===== src/rtl/sys_bridge_hs.sv =====
// Handshaked CPU-to-slave bridge: decodes a request against per-slot address
// windows, holds it to the selected slave until ack or timeout, returns one response.
module sys_bridge_hs #(
    parameter int                    NUM_SLV = 4,
    parameter logic [NUM_SLV*32-1:0] SLV_LO  = {32'h0000_7F20, 32'h0000_7F10, 32'h0000_7F00, 32'h0000_0000},
    parameter logic [NUM_SLV*32-1:0] SLV_HI  = {32'h0000_7F23, 32'h0000_7F1B, 32'h0000_7F0B, 32'h0000_2FFF},
    parameter int                    TIMEOUT = 15
) (
    input  logic                  clk,
    input  logic                  reset_n,
    input  logic                  m_req,
    output logic                  m_ready,
    input  logic [31:0]           m_addr,
    input  logic [31:0]           m_wdata,
    input  logic [3:0]            m_byteen,
    output logic                  m_rvalid,
    output logic [31:0]           m_rdata,
    output logic                  m_err,
    output logic [NUM_SLV-1:0]    s_sel,
    output logic [31:0]           s_addr,
    output logic [31:0]           s_wdata,
    output logic [3:0]            s_byteen,
    output logic                  s_we,
    input  logic [NUM_SLV*32-1:0] s_rdata,
    input  logic [NUM_SLV-1:0]    s_ack
);

    localparam int             CW     = $clog2(TIMEOUT + 1);
    localparam logic [CW-1:0]  TO_VAL = CW'(TIMEOUT);

    typedef enum logic [1:0] {
        ST_IDLE,
        ST_ACCESS,
        ST_RESP
    } state_t;

    state_t               state_q, state_d;
    logic [CW-1:0]        cnt_q, cnt_d;
    logic [NUM_SLV-1:0]   s_sel_q, s_sel_d;
    logic [31:0]          s_addr_q, s_addr_d;
    logic [31:0]          s_wdata_q, s_wdata_d;
    logic [3:0]           s_byteen_q, s_byteen_d;
    logic [31:0]          m_rdata_q, m_rdata_d;
    logic                 m_err_q, m_err_d;

    logic [NUM_SLV-1:0]   hit_onehot;
    logic                 hit_any;
    logic [31:0]          sel_rdata;
    logic                 ack_hit;

    // Walk slots from highest to lowest so the lowest matching slot is the last writer.
    always_comb begin
        hit_onehot = '0;
        for (int k = NUM_SLV - 1; k >= 0; k--) begin
            if (m_addr >= SLV_LO[k*32 +: 32] && m_addr <= SLV_HI[k*32 +: 32]) begin
                hit_onehot    = '0;
                hit_onehot[k] = 1'b1;
            end
        end
        hit_any = |hit_onehot;
    end

    always_comb begin
        sel_rdata = '0;
        for (int k = 0; k < NUM_SLV; k++) begin
            if (s_sel_q[k]) begin
                sel_rdata = s_rdata[k*32 +: 32];
            end
        end
        ack_hit = |(s_ack & s_sel_q);
    end

    always_comb begin
        // NOTE: every signal gets a hold/default value first so no path leaves it unassigned (no latch).
        state_d    = state_q;
        cnt_d      = cnt_q;
        s_sel_d    = s_sel_q;
        s_addr_d   = s_addr_q;
        s_wdata_d  = s_wdata_q;
        s_byteen_d = s_byteen_q;
        m_rdata_d  = m_rdata_q;
        m_err_d    = m_err_q;

        unique case (state_q)
            ST_IDLE: begin
                cnt_d = '0;
                if (m_req) begin
                    s_addr_d   = m_addr;
                    s_wdata_d  = m_wdata;
                    s_byteen_d = m_byteen;
                    if (hit_any) begin
                        s_sel_d = hit_onehot;
                        state_d = ST_ACCESS;
                    end else begin
                        m_rdata_d = '0;
                        m_err_d   = 1'b1;
                        state_d   = ST_RESP;
                    end
                end
            end
            ST_ACCESS: begin
                cnt_d = cnt_q + 1'b1;
                // The ack is tested first so it beats a timeout landing in the same cycle.
                if (ack_hit) begin
                    m_rdata_d = (|s_byteen_q) ? 32'h0 : sel_rdata;
                    m_err_d   = 1'b0;
                    s_sel_d   = '0;
                    state_d   = ST_RESP;
                end else if (cnt_d == TO_VAL) begin
                    m_rdata_d = '0;
                    m_err_d   = 1'b1;
                    s_sel_d   = '0;
                    state_d   = ST_RESP;
                end
            end
            ST_RESP: begin
                cnt_d   = '0;
                state_d = ST_IDLE;
            end
            default: begin
                state_d = ST_IDLE;
            end
        endcase
    end

    always_ff @(posedge clk or negedge reset_n) begin
        if (!reset_n) begin
            state_q    <= ST_IDLE;
            cnt_q      <= '0;
            s_sel_q    <= '0;
            s_addr_q   <= '0;
            s_wdata_q  <= '0;
            s_byteen_q <= '0;
            m_rdata_q  <= '0;
            m_err_q    <= 1'b0;
        end else begin
            // NOTE: non-blocking assignments so every flop samples pre-edge values.
            state_q    <= state_d;
            cnt_q      <= cnt_d;
            s_sel_q    <= s_sel_d;
            s_addr_q   <= s_addr_d;
            s_wdata_q  <= s_wdata_d;
            s_byteen_q <= s_byteen_d;
            m_rdata_q  <= m_rdata_d;
            m_err_q    <= m_err_d;
        end
    end

    assign m_ready  = (state_q == ST_IDLE);
    assign m_rvalid = (state_q == ST_RESP);
    assign m_rdata  = m_rdata_q;
    assign m_err    = m_err_q;
    assign s_sel    = s_sel_q;
    assign s_addr   = s_addr_q;
    assign s_wdata  = s_wdata_q;
    assign s_byteen = s_byteen_q;
    assign s_we     = (|s_byteen_q) & (|s_sel_q);

endmodule


===== config.mk =====
export PLATFORM = sky130hd
export DESIGN_NAME = sys_bridge_hs
export DESIGN_NICKNAME = d
export VERILOG_FILES = /design/src/rtl/sys_bridge_hs.sv
export SDC_FILE = /design/constraint.sdc
export NUM_CORES = 1
export LEC_CHECK = 0
export ABC_CLOCK_PERIOD_IN_PS = 4300
export CAP_MARGIN = 40
export CORE_AREA = 2 2 120 122
export CTS_BUF_LIST = sky130_fd_sc_hd__clkbuf_16
export DETAILED_ROUTE_END_ITERATION = 10
export DIE_AREA = 0 0 122 124
export HOLD_SLACK_MARGIN = 0.08
export PLACE_DENSITY = 0.82
export SLEW_MARGIN = 5
export SYNTH_ARGS = -nofsm -noshare
export SYNTH_HDL_FRONTEND = slang
export SYNTH_SLANG_ARGS = --single-unit

===== constraint.sdc =====
create_clock -name clk -period 4.3 [get_ports clk]
set_clock_uncertainty 0.15 [all_clocks]
set_input_delay 0.86 -clock clk [delete_from_list [all_inputs] [get_ports clk]]
set_output_delay 0.86 -clock clk [all_outputs]
set_load 0.1 [all_outputs]

======== Word-level counts from Yosys, hierarchy flattened ========
Index checks and enable logic that the tools add are counted.
word-level totals
  register bits ........................... 111
  output and inout bits ................... 108
cells by class
  $add $sub $neg .......................... 1
  order comparisons ....................... 8
  eq/ne operators ......................... 7
  muxes and demuxes ....................... 30
  bitwise operators ....................... 2
  reduce and logical (&&, ||, !) cells .... 16
operators by type and width
  cell                                                                                 number
  32-bit 2-to-1 mux                                                                    9
  32-bit by 15-bit >= comparator with 1-bit output (second input constant)             3
  32-bit by 15-bit less-or-equal comparator with 1-bit output (second input constant)  3
  32-bit case mux with 2 select lines                                                  1
  32-bit by 1-bit >= comparator with 1-bit output (second input constant)              1
  32-bit by 14-bit less-or-equal comparator with 1-bit output (second input constant)  1
  4-bit 2-to-1 mux                                                                     8
  4-bit case mux with 2 select lines                                                   2
  4-bit OR reduction                                                                   4
  2-bit 2-to-1 mux                                                                     4
  4-bit AND reduction                                                                  2
  4-bit by 1-bit adder with 4-bit output (second input constant)                       1
  4-bit bitwise AND                                                                    1
  4-bit equality test (second input constant)                                          1
  1-bit logical AND                                                                    4
  1-bit 2-to-1 mux                                                                     4
  2-bit inequality test (second input constant)                                        2
  2-bit case mux with 2 select lines                                                   1
  2-bit AND reduction                                                                  2
  2-bit nonzero test                                                                   2
  3-bit inequality test (second input constant)                                        1
  2-bit by 1-bit equality test with 1-bit output (second input constant)               1
  2-bit equality test (second input constant)                                          1
  2-bit zero test                                                                      1
  4 further kinds                                                                      4

======== Logic depth before layout (Yosys ltp) ========
  word-level depth ........................ 10
  depth in mapped cells ................... 9
  mapped depth without buffers ............ 7

======== Worst setup path after synthesis ========
No wires, ideal clock.
  kind .................................... reg-to-output
  from .................................... reg s_sel_q[3], in the netlist s_sel[3]
  to ...................................... out s_we
  arrival time ............................ 3.063 ns
  required time ........................... 3.290 ns
  path slack .............................. 0.227 ns
  cell stages (with the launch flop) ...... 6
  path buffers ............................ 3
  cell sequence ........................... dfrtp_1 clkbuf_1 clkbuf_1 buf_1 nor4_1 nor2_1
between the ends
  word-level cells in the longest chain between the ends .. 2
ends and longest elaborated chain
  element                 RTL line  RTL
  start, declared         39        logic [NUM_SLV-1:0] s_sel_q, s_sel_d;
  start signal, assigned  140       s_sel_q <= s_sel_d;
  4-bit OR reduction      157       assign s_we = (|s_byteen_q) & (|s_sel_q);
  1-bit bitwise AND       157
  end, declared           23        output logic s_we,
Every way passes these cells.

======== Worst setup path in the final report ========
  from .................................... in m_addr[26]
  to ...................................... reg m_rdata_q[19], in the netlist m_rdata[19]
between the ends
  word-level cells in the longest chain between the ends .. 9
ends and longest elaborated chain
  element                                                                                                                                 RTL line  RTL
  start, declared                                                                                                                         13        input logic [31:0] m_addr,
  32-bit by 15-bit >= comparator with 1-bit output / 32-bit by 15-bit less-or-equal comparator with 1-bit output (equally long branches)  55        if (m_addr >= SLV_LO[k*32 +: 32] && m_addr <= SLV_HI[k*32 +: 32]) begin
  1-bit logical AND                                                                                                                       55
  4-bit 2-to-1 mux (3 in series)                                                                                                          55
  4-bit 2-to-1 mux (*)                                                                                                                    55
  4-bit OR reduction (*)                                                                                                                  60        hit_any = |hit_onehot;
  2-bit inequality test (no source line) (*)                                                                                              n/a
  4-bit AND reduction (no source line) (*)                                                                                                n/a
  end signal, assigned                                                                                                                    144       m_rdata_q <= m_rdata_d;
  end, declared                                                                                                                           43        logic [31:0] m_rdata_q, m_rdata_d;
Mark *: on every way between the ends. The rest lies on a longest branch, timed or not.
A chain may end at the register's enable or synchronous reset.

==> impl_results.md <==
* Buffer count from post-CTS setup fixing at 0
* Gate Count Post-Synth at between 600 and 700
* Post-Route WL at 22800 µm
* Hold Crit Start: s_wdata[5]
* Crit-path max FO at 30
* Die ar. at ~0.015 mm²
* Tmin final at 3290 ps
* Final Hold Vio Count at 0
* Num ports at 311
* Vias in the first global route at 6683
* Final setup viols at 0
* Worst R2R End: m_rdata[9]
* N_diodes at 0
* PostCTS Resize Cnt at 0
* Die Wd at 122 µm
* Rows at 43
* Non-filler cells, final at 1180
* Htree depth at 3
* PD cells at 478 mW/mm²
* RSZ-0062 raised after global routing: false
* Clock transition at path regs at around 70 ps
* Worst slew pin tran at a little over 800 ps
* Crit. Startpoint: m_addr[26]
* FF-to-FF path depth at 7
* Pre-CTS setup slack at around 710 ps
* Total number of vias at 6310
* Yosys cell types at between 40 and 50
* Synthesis-stage register bit count at 111
* Min-Delay Endpoint: s_wdata[5]
* Num CTS Buffers at 9
* Drt drc at 0
* Nets at 1200
* Crit Path Class: input port to register
* Drt initial violations at between 300 and 400
* Hpwl dp at 17700 µm
* Final Cycle Share at 76.5%
* Initial antenna violation count at 0
* Sink Count at 111
* Most common cell after layout, fill and taps aside: clkdlybuf4s50_1
* Most frequent cells in the layout: clkdlybuf4s50_1 (305), nand2_1 (211), dfrtp_1 (109)
* Initial core utilization at between 30% and 40%
* Die Y at 124 µm
* Maximum VDD drop at 0.384 mV
* Clk_lat worst skew at 340 ps
* Post-synth net total at 810
* R2R Path Start: s_sel[3]
* Inst Count DP at 1164
* Startpoint types: input port
* Hold path depth at 2
* Largest net degree at the start of global routing at 71
* Yosys warns at 0
* Hold Crit Class: register to register
* Setup slack after layout at between 1000 and 1500 ps
* Post-Syn Area per Cell at around 9 µm²
* Gr ovfl total at 0
* Cell Area, Synth at approximately 0.0054 mm²
* Layout cells sized above 1 at 14.5%
* CTS tree: yes
* LEAKAGE at slightly below 5 nW
* Placer Congestion at 0.844
* GRT Overall Usage at roughly 30%
* Fin Setup TNS at 0 ps
* Clock Path Buffers at 2
* Core ar. at 0.0137 mm²
* R2R Setup Slk at ~1600 ps
* Sequential-to-total area share from yosys stat at approximately half
* CTS root buf: clkbuf_16
* Hold bufs inserted after CTS at 0
* Port bufs at 310
* Maxcap violations at 0
* Finished Core Util at 80.9%
* DRT Pass-1 Iters at 5
* Run status: finished, final reports clean
* Fmax at 304 MHz
* Worst EP required at 4400 ps
* Post-DRT Antenna Nets at 0
* Final slew viol count at 0
* Area grow syn2layout at 106%
* Final Total Pwr at 0.00531 W
* Vias/cell at 5.35
* CP arrival at 3390 ps
* Avg WL per Cell at 19.3 µm
* Critical Path End Type: register
* Headroom to the max-slew limit at between 40% and 50%
* First-pass GRT wire length at 34900 µm
## state kept, by name (all words and copies together) (netlist names)
signal / cells
s_wdata: 32
m_err: 1
cnt_q: 4
state_q: 2
s_byteen: 4
s_sel: 4
m_rdata: 32
s_addr: 32
## per-stage QoR
stage          hold WS, ps  instance area, µm²
2_1_floorplan          414                5400
3_3_place_gp           307                8590
3_5_place_dp           315               10800
4_1_cts                333               11100
5_1_grt                354               11100
6_report               331               11100
## cell type report
| cell class | count | area [µm²] |
|---|---|---|
| multi-input combinational | 443 | 2400 |
| timing repair buffer | 425 | 5340 |
| tap | 180 | 225 |
| clock buffer | 9 | 225 |
| inverter | 5 | 18.8 |
| fill | 732 | 2620 |
| sequential | 111 | 2780 |
| clock inverter | 7 | 113 |
## per-layer routing
metal	part of all wire [%]	track usage (%)
met4	4.5	14.7
met1	37	34.0
met2	51	52.3
met3	8.3	8.10
met5	0	0
## critical path, stage by stage
cell and delay (ps):
clkdlybuf4s50_1 440, nor4_1 420, nand4_1 170, nor4_2 580
a31o_1 360, buf_4 370, o2bb2ai_1 170
## cells in the mapped netlist, drive strengths merged
cell / count / share of area [%]
nand2: 211 / 15
dfrtp: 111 / 51
a21oi: 37 / 3.5
clkbuf: 37 / 2.6
nor2b: 33 / 3.8
nor3: 32 / 3.0
a221oi: 31 / 5.0
o2bb2ai: 31 / 5.0
buf: 9 / 1.3
o21ai: 9 / 0.90
and2: 7 / 0.81
nor4: 6 / 0.81
inv: 5 / 0.35
a32oi: 4 / 0.65
nor2: 4 / 0.28
nand2b: 3 / 0.35
nand3b: 3 / 0.42
nand4: 3 / 0.35
xnor2: 3 / 0.49
a22oi: 2 / 0.28
a31o: 2 / 0.32
and3b: 2 / 0.32
ha: 2 / 0.46
nand3: 2 / 0.19
a2111o: 1 / 0.21
a2111oi: 1 / 0.16
a21bo: 1 / 0.19
a21boi: 1 / 0.14
a21o: 1 / 0.14
a32o: 1 / 0.19
a41oi: 1 / 0.30
and3: 1 / 0.12
nand4b: 1 / 0.16
nor3b: 1 / 0.14
nor4b: 1 / 0.16
o21bai: 1 / 0.14
o31a: 1 / 0.16
o31ai: 1 / 0.14
or3b: 1 / 0.16
or4b: 1 / 0.19
## worst max-delay path by stage
stage	end
after floorplan	s_we
after global placement	m_rdata[27]
after detailed placement	m_rdata[28]
after CTS	m_rdata[28]
after global routing	m_rdata[15]
final	m_rdata[19]
## where the power goes
group          leakage [nW]  internal [W]  switching, W  total (W)
Clock                 0.160      0.000566      0.000379   0.000945
Combinational          3.28       0.00116       0.00190    0.00306
Sequential             1.41       0.00119      0.000113    0.00131
## logic make-up after synthesis
kind of cell	count (synthesis)	synth area share, %
adders and majority gates	2	0.463
DFF	111	51.4
xor gates and xnor gates	3	0.487
buffers and inverters	51	4.26
AOI/OAI and AO/OA	126	17.5
and+or+nand+nor	312	25.9
No activity file was read; power rests on OpenSTA's default activity.
==> patch 1 (same settings) <==
Set the parameter `TIMEOUT` to 30 (it was 15).
--- a/src/rtl/sys_bridge_hs.sv
+++ b/src/rtl/sys_bridge_hs.sv
@@ -5,5 +5,5 @@
     parameter logic [NUM_SLV*32-1:0] SLV_LO  = {32'h0000_7F20, 32'h0000_7F10, 32'h0000_7F00, 32'h0000_0000},
     parameter logic [NUM_SLV*32-1:0] SLV_HI  = {32'h0000_7F23, 32'h0000_7F1B, 32'h0000_7F0B, 32'h0000_2FFF},
-    parameter int                    TIMEOUT = 15
+    parameter int                    TIMEOUT = 30
 ) (
     input  logic                  clk,
Check against the original RTL: same outputs for any inputs over 4 cycles, from zero or initial values and one cycle with reset_n low; that may be too few to reach the edited logic, so the function may still have changed.
==> patch 1 against the original RTL <==
- final area grew 0.95%
- routed wire length shrank 3.9%
- sequential cell count grew 1
- worst setup slack gained 330 ps
- total power shrank 29%
- cell count shrank 9.3%
- synthesized area grew 3.4%
- first-iteration DRC count grew 13%
- non-clock buffer count grew 1
- global-route usage shrank 0.94 points
- sequential share of layout area is essentially flat
- worst hold slack gained 24 ps
- fmax grew 11%
==> patch 1: results (changes against the original RTL) <==
Cell types with the largest area share after synthesis: sky130_fd_sc_hd__dfrtp_1, sky130_fd_sc_hd__mux2_2, sky130_fd_sc_hd__o22ai_2, sky130_fd_sc_hd__a221oi_1, sky130_fd_sc_hd__nor2b_1 (was sky130_fd_sc_hd__dfrtp_1, sky130_fd_sc_hd__nand2_1, sky130_fd_sc_hd__a221oi_1, sky130_fd_sc_hd__o2bb2ai_1, sky130_fd_sc_hd__nor2b_1). The detailed-route vias per instance came out at 5.38 (was 5.35). The met3 layer usage reported by global route is 6.55% (was 8.10%). For the largest net degree at the start of global routing, the log shows 67 (was 71). Wire length per cell after detailed routing: 20.5 um (was 19.3 um). The cell class contributing the biggest share of worst-path delay is buffers and inverters (was simple AND/OR/NAND/NOR gates). The worst-path maximum fanout came out at 34 (was 30).

The highest signal layer in the routed design is met4 (unchanged). For the wire length on met3, the log shows 1.24 mm (was 1.90 mm). The share of cells above drive strength 1 came out at 27.4% (was 14.5%).

Power attributed to sequential cells: 1.21 mW (was 1.31 mW). The run gives 11.9 mm (was 11.5 mm) as the detailed route wirelength on metal2. The path type of the worst min-delay path was primary input to async pin (was register to register). The tools report the number of standard cells in the final layout excluding fillers as 1070 (was 1180).

Cell types with the highest counts after synthesis: sky130_fd_sc_hd__dfrtp_1, sky130_fd_sc_hd__mux2_2, sky130_fd_sc_hd__a21oi_1, sky130_fd_sc_hd__nor2b_1, sky130_fd_sc_hd__nor3_1 (was sky130_fd_sc_hd__nand2_1, sky130_fd_sc_hd__dfrtp_1, sky130_fd_sc_hd__clkbuf_1). The logs give 0.883 (was 0.844) for the placer's final routability congestion estimate and 52.2% (was 52.3%) for the met2 usage. The run gives 356 ps (was 331 ps) as the hold slack. The average cell area after synthesis is 11.6 um2 (was 8.93 um2). The final worst-path cycle share is 69.0% (was 76.5%). The met1 track demand over resource was 32.8% (was 34.0%). The flow ran to the end, and the final reports show no timing, DRC or antenna violations.

The run gives 687 (was 810) as the post-synthesis net count. The cell with the largest stage delay on the worst path was sky130_fd_sc_hd__or4b_1 (was sky130_fd_sc_hd__nor4_2). The unique cell type count in the Yosys netlist is 42 (was 46), and the number of iterations in the first detailed-routing pass is 7 (was 5). The reg2reg setup slack is 1540 ps (was 1600 ps), and the global routing usage summed across all routing layers is 29.0% (was 30.0%). The share of total power in combinational logic is 45.8% (was 57.6%), and the number of inserted filler cells in the final layout is 715 (was 732).

For the half-perimeter wire length after placement, the log shows 17.4 mm (was 17.7 mm). The run gives 423 (was 373) as the DRC violation total after the first TritonRoute iteration. End of the worst register-to-register path: m_rdata[1]$_DFFE_PN0P_ (was m_rdata[9]$_DFFE_PN0P_).

The share of the core filled with cells came out at 81.7% (was 80.9%). The logs give 50.2% (was 51.4%) for the register area share after synthesis and 33.5 mm (was 34.9 mm) for the wire length of the first global-routing pass. The logs give 0.325 mV (was 0.384 mV) for the peak supply drop and 1000 ps (was 714 ps) for the placement-stage worst setup slack.

The post-detailed-placement cell area came out at 0.0109 mm2 (was 0.0108 mm2).
patch 1: changes by cell type after synthesis, moves of 16 or more:
cell / before / now
sky130_fd_sc_hd__mux2_2: 0 / 72
sky130_fd_sc_hd__clkbuf_1: 37 / 21
sky130_fd_sc_hd__o22ai_2: 0 / 29
sky130_fd_sc_hd__o2bb2ai_1: 31 / 0
sky130_fd_sc_hd__nand2_1: 211 / 9
sky130_fd_sc_hd__inv_1: 5 / 33
patch 1: final cells by class:
cell class	count	area share, %
timing repair buffer	426	46.9
inverter	33	1.11
clock inverter	7	0.569
multi-input combinational	303	22.4
clock buffer	9	2.01
tap	180	2.01
sequential	112	25.0
patch 1: cell families after synthesis:
family,after synthesis,synth area share (%)
AOI/OAI and AO/OA,112,17.5
and+or+nand+nor,112,11.5
DFF,112,50.2
muxes,73,14.7
buffers and inverters,67,5.04
xor gates and xnor gates,4,0.627
adders and majority gates,2,0.448
==> patch 2 (config.mk and constraints unchanged) <==
Made on the original files. Reset style: synchronous (`reset_n`), changed in one clocked block.
--- a/src/rtl/sys_bridge_hs.sv
+++ b/src/rtl/sys_bridge_hs.sv
@@ -124,5 +124,5 @@
     end
 
-    always_ff @(posedge clk or negedge reset_n) begin
+    always_ff @(posedge clk) begin
         if (!reset_n) begin
             state_q    <= ST_IDLE;
Behaviour: differs if reset_n is asserted again (counterexample within 4 cycles, from zero or initial values and one cycle with reset_n low); with reset_n held inactive, the same outputs for 4 cycles.
==> patch 2 against the original RTL <==
- sequential cell count unchanged
- routed wire length grew 3.3%
- critical path type unchanged
- synthesized area down 1.5%
- fmax grew 5.0%
- final area decreased by 0.25%
- worst setup slack better by 160 ps
- critical endpoint is now m_rdata[0]$_SDFFE_PN0P_
Power is not compared: it rests on default switching activity, and its combinational part moved more than twofold at a synthesized area within 25%.
==> patch 2: results (changes against the original RTL) <==
The worst reg2reg path depth was 8 (was 7); the met3 layer usage reported by global route was 8.29% (was 8.10%). The wire length after detailed routing came out at 23.5 mm (was 22.8 mm). The global routing usage summed across all routing layers is 30.6% (was 30.0%), and the number of global-route vias before repair is 6864 (was 6683). The met2 usage was 54.8% (was 52.3%); the placer's final routability congestion estimate was 0.810 (was 0.844). The average cell area after synthesis works out to 8.29 um2 (was 8.93 um2).

The reg2reg setup slack was 1260 ps (was 1600 ps); the compound-gate portion of the synthesized area was 27.6% (was 17.5%). The worst-path maximum fanout came out at 18 (was 30). The largest family of logic cells by synthesized area is compound AO/OA/AOI/OAI gates (was simple AND/OR/NAND/NOR gates). For the wire length of the first global-routing pass, the log shows 35.4 mm (was 34.9 mm). The start of the worst register-to-register path is s_sel[3]$_SDFFE_PN0P_ (was s_sel[3]$_DFFE_PN0P_). The number of standard cells in the final layout excluding fillers is 1208 (was 1180), and the met1 track demand over resource is 31.3% (was 34.0%). The end of the worst hold path is s_addr[3]$_SDFFE_PN0P_ (was s_wdata[5]$_DFFE_PN0P_).

The DRC violation total after the first TritonRoute iteration was 332 (was 373); the number of iterations in the first detailed-routing pass was 4 (was 5). The first element of the critical path is m_addr[15] (was m_addr[26]). Cell types with the highest counts after synthesis: sky130_fd_sc_hd__nand2_1, sky130_fd_sc_hd__dfxtp_1, sky130_fd_sc_hd__a21boi_0 (was sky130_fd_sc_hd__nand2_1, sky130_fd_sc_hd__dfrtp_1, sky130_fd_sc_hd__clkbuf_1).

The tools report the normalized max-slew margin as 43.9% (was 45.8%). Unique cell type count in the Yosys netlist: 40 (was 46). End of the worst register-to-register path: m_rdata[0]$_SDFFE_PN0P_ (was m_rdata[9]$_DFFE_PN0P_). The largest net degree at the start of global routing was 68 (was 71). The xor-xnor portion of the synthesized cell area came out at 0.658% (was 0.486%).

For the placement-stage worst setup slack, the log shows 812 ps (was 714 ps). The half-perimeter wire length after placement was 18.4 mm (was 17.7 mm); the adder and majority gate portion of the synthesized area was 0.470% (was 0.463%). Register area share after synthesis: 41.8% (was 51.4%). Cell types with the largest area share after synthesis: sky130_fd_sc_hd__dfxtp_1, sky130_fd_sc_hd__nand2_1, sky130_fd_sc_hd__a21boi_0, sky130_fd_sc_hd__o22ai_2, sky130_fd_sc_hd__a221oi_1 (was sky130_fd_sc_hd__dfrtp_1, sky130_fd_sc_hd__nand2_1, sky130_fd_sc_hd__a221oi_1, sky130_fd_sc_hd__o2bb2ai_1, sky130_fd_sc_hd__nor2b_1). The run gives 0.0108 mm2 (about the same) as the post-detailed-placement cell area.

The share of cells above drive strength 1 came out at 17.1% (was 14.5%). The run finished with clean final reports. The post-synthesis mux area share was 0.752% (was 0%).
patch 2: worst max path at each step:
stage / endpoint / slack [ps] / cells after the start
6_report: m_rdata[0]$_SDFFE_PN0P_ / 1170 / 7
3_5_place_dp: m_rdata[14]$_SDFFE_PN0P_ / 810 / 7
3_3_place_gp: m_rdata[0]$_SDFFE_PN0P_ / 760 / 7
2_1_floorplan: s_we / 320 / 4
4_1_cts: m_rdata[0]$_SDFFE_PN0P_ / 1170 / 7
5_1_grt: m_rdata[0]$_SDFFE_PN0P_ / 1010 / 7
patch 2: power by group:
group | leakage, nW | switching, mW | internal (mW)
combinational | 3.04 | 0.481 | 0.420
clock | 0.136 | 0.382 | 0.389
sequential | 0.907 | 0.0245 | 1.07
total | 4.09 | 0.887 | 1.88
patch 2: metal layers:
layer  vias up  share of wire (%)
met5         -                  0
met4         0                6.2
met3        97                8.5
met2       350                 50
met1      3001                 35
li1       3004                  -
patch 2: stage by stage:
stage | hold WS [ps] | util (%)
6_report | 319 | 80.7
2_1_floorplan | 368 | -
3_3_place_gp | 292 | 61.9
5_1_grt | 343 | 80.7
4_1_cts | 323 | 80.7
3_5_place_dp | 308 | 78.8
patch 2: worst max-delay path, cell delays in order:
cell	delay, ps
sky130_fd_sc_hd__clkdlybuf4s50_1	670
sky130_fd_sc_hd__a221oi_1	170
sky130_fd_sc_hd__o21bai_1	270
sky130_fd_sc_hd__a21oi_4	110
sky130_fd_sc_hd__a21boi_4	590
sky130_fd_sc_hd__buf_4	410
sky130_fd_sc_hd__o22ai_1	120
patch 2: layout make-up:
type,count,share of cell area [%]
clock buffers,9,2.03
clock inverters,7,0.350
inverters,3,0.102
multi-input cells,472,25.9
flip-flops and latches,111,20.1
well taps,180,2.03
repair buffers,426,49.5
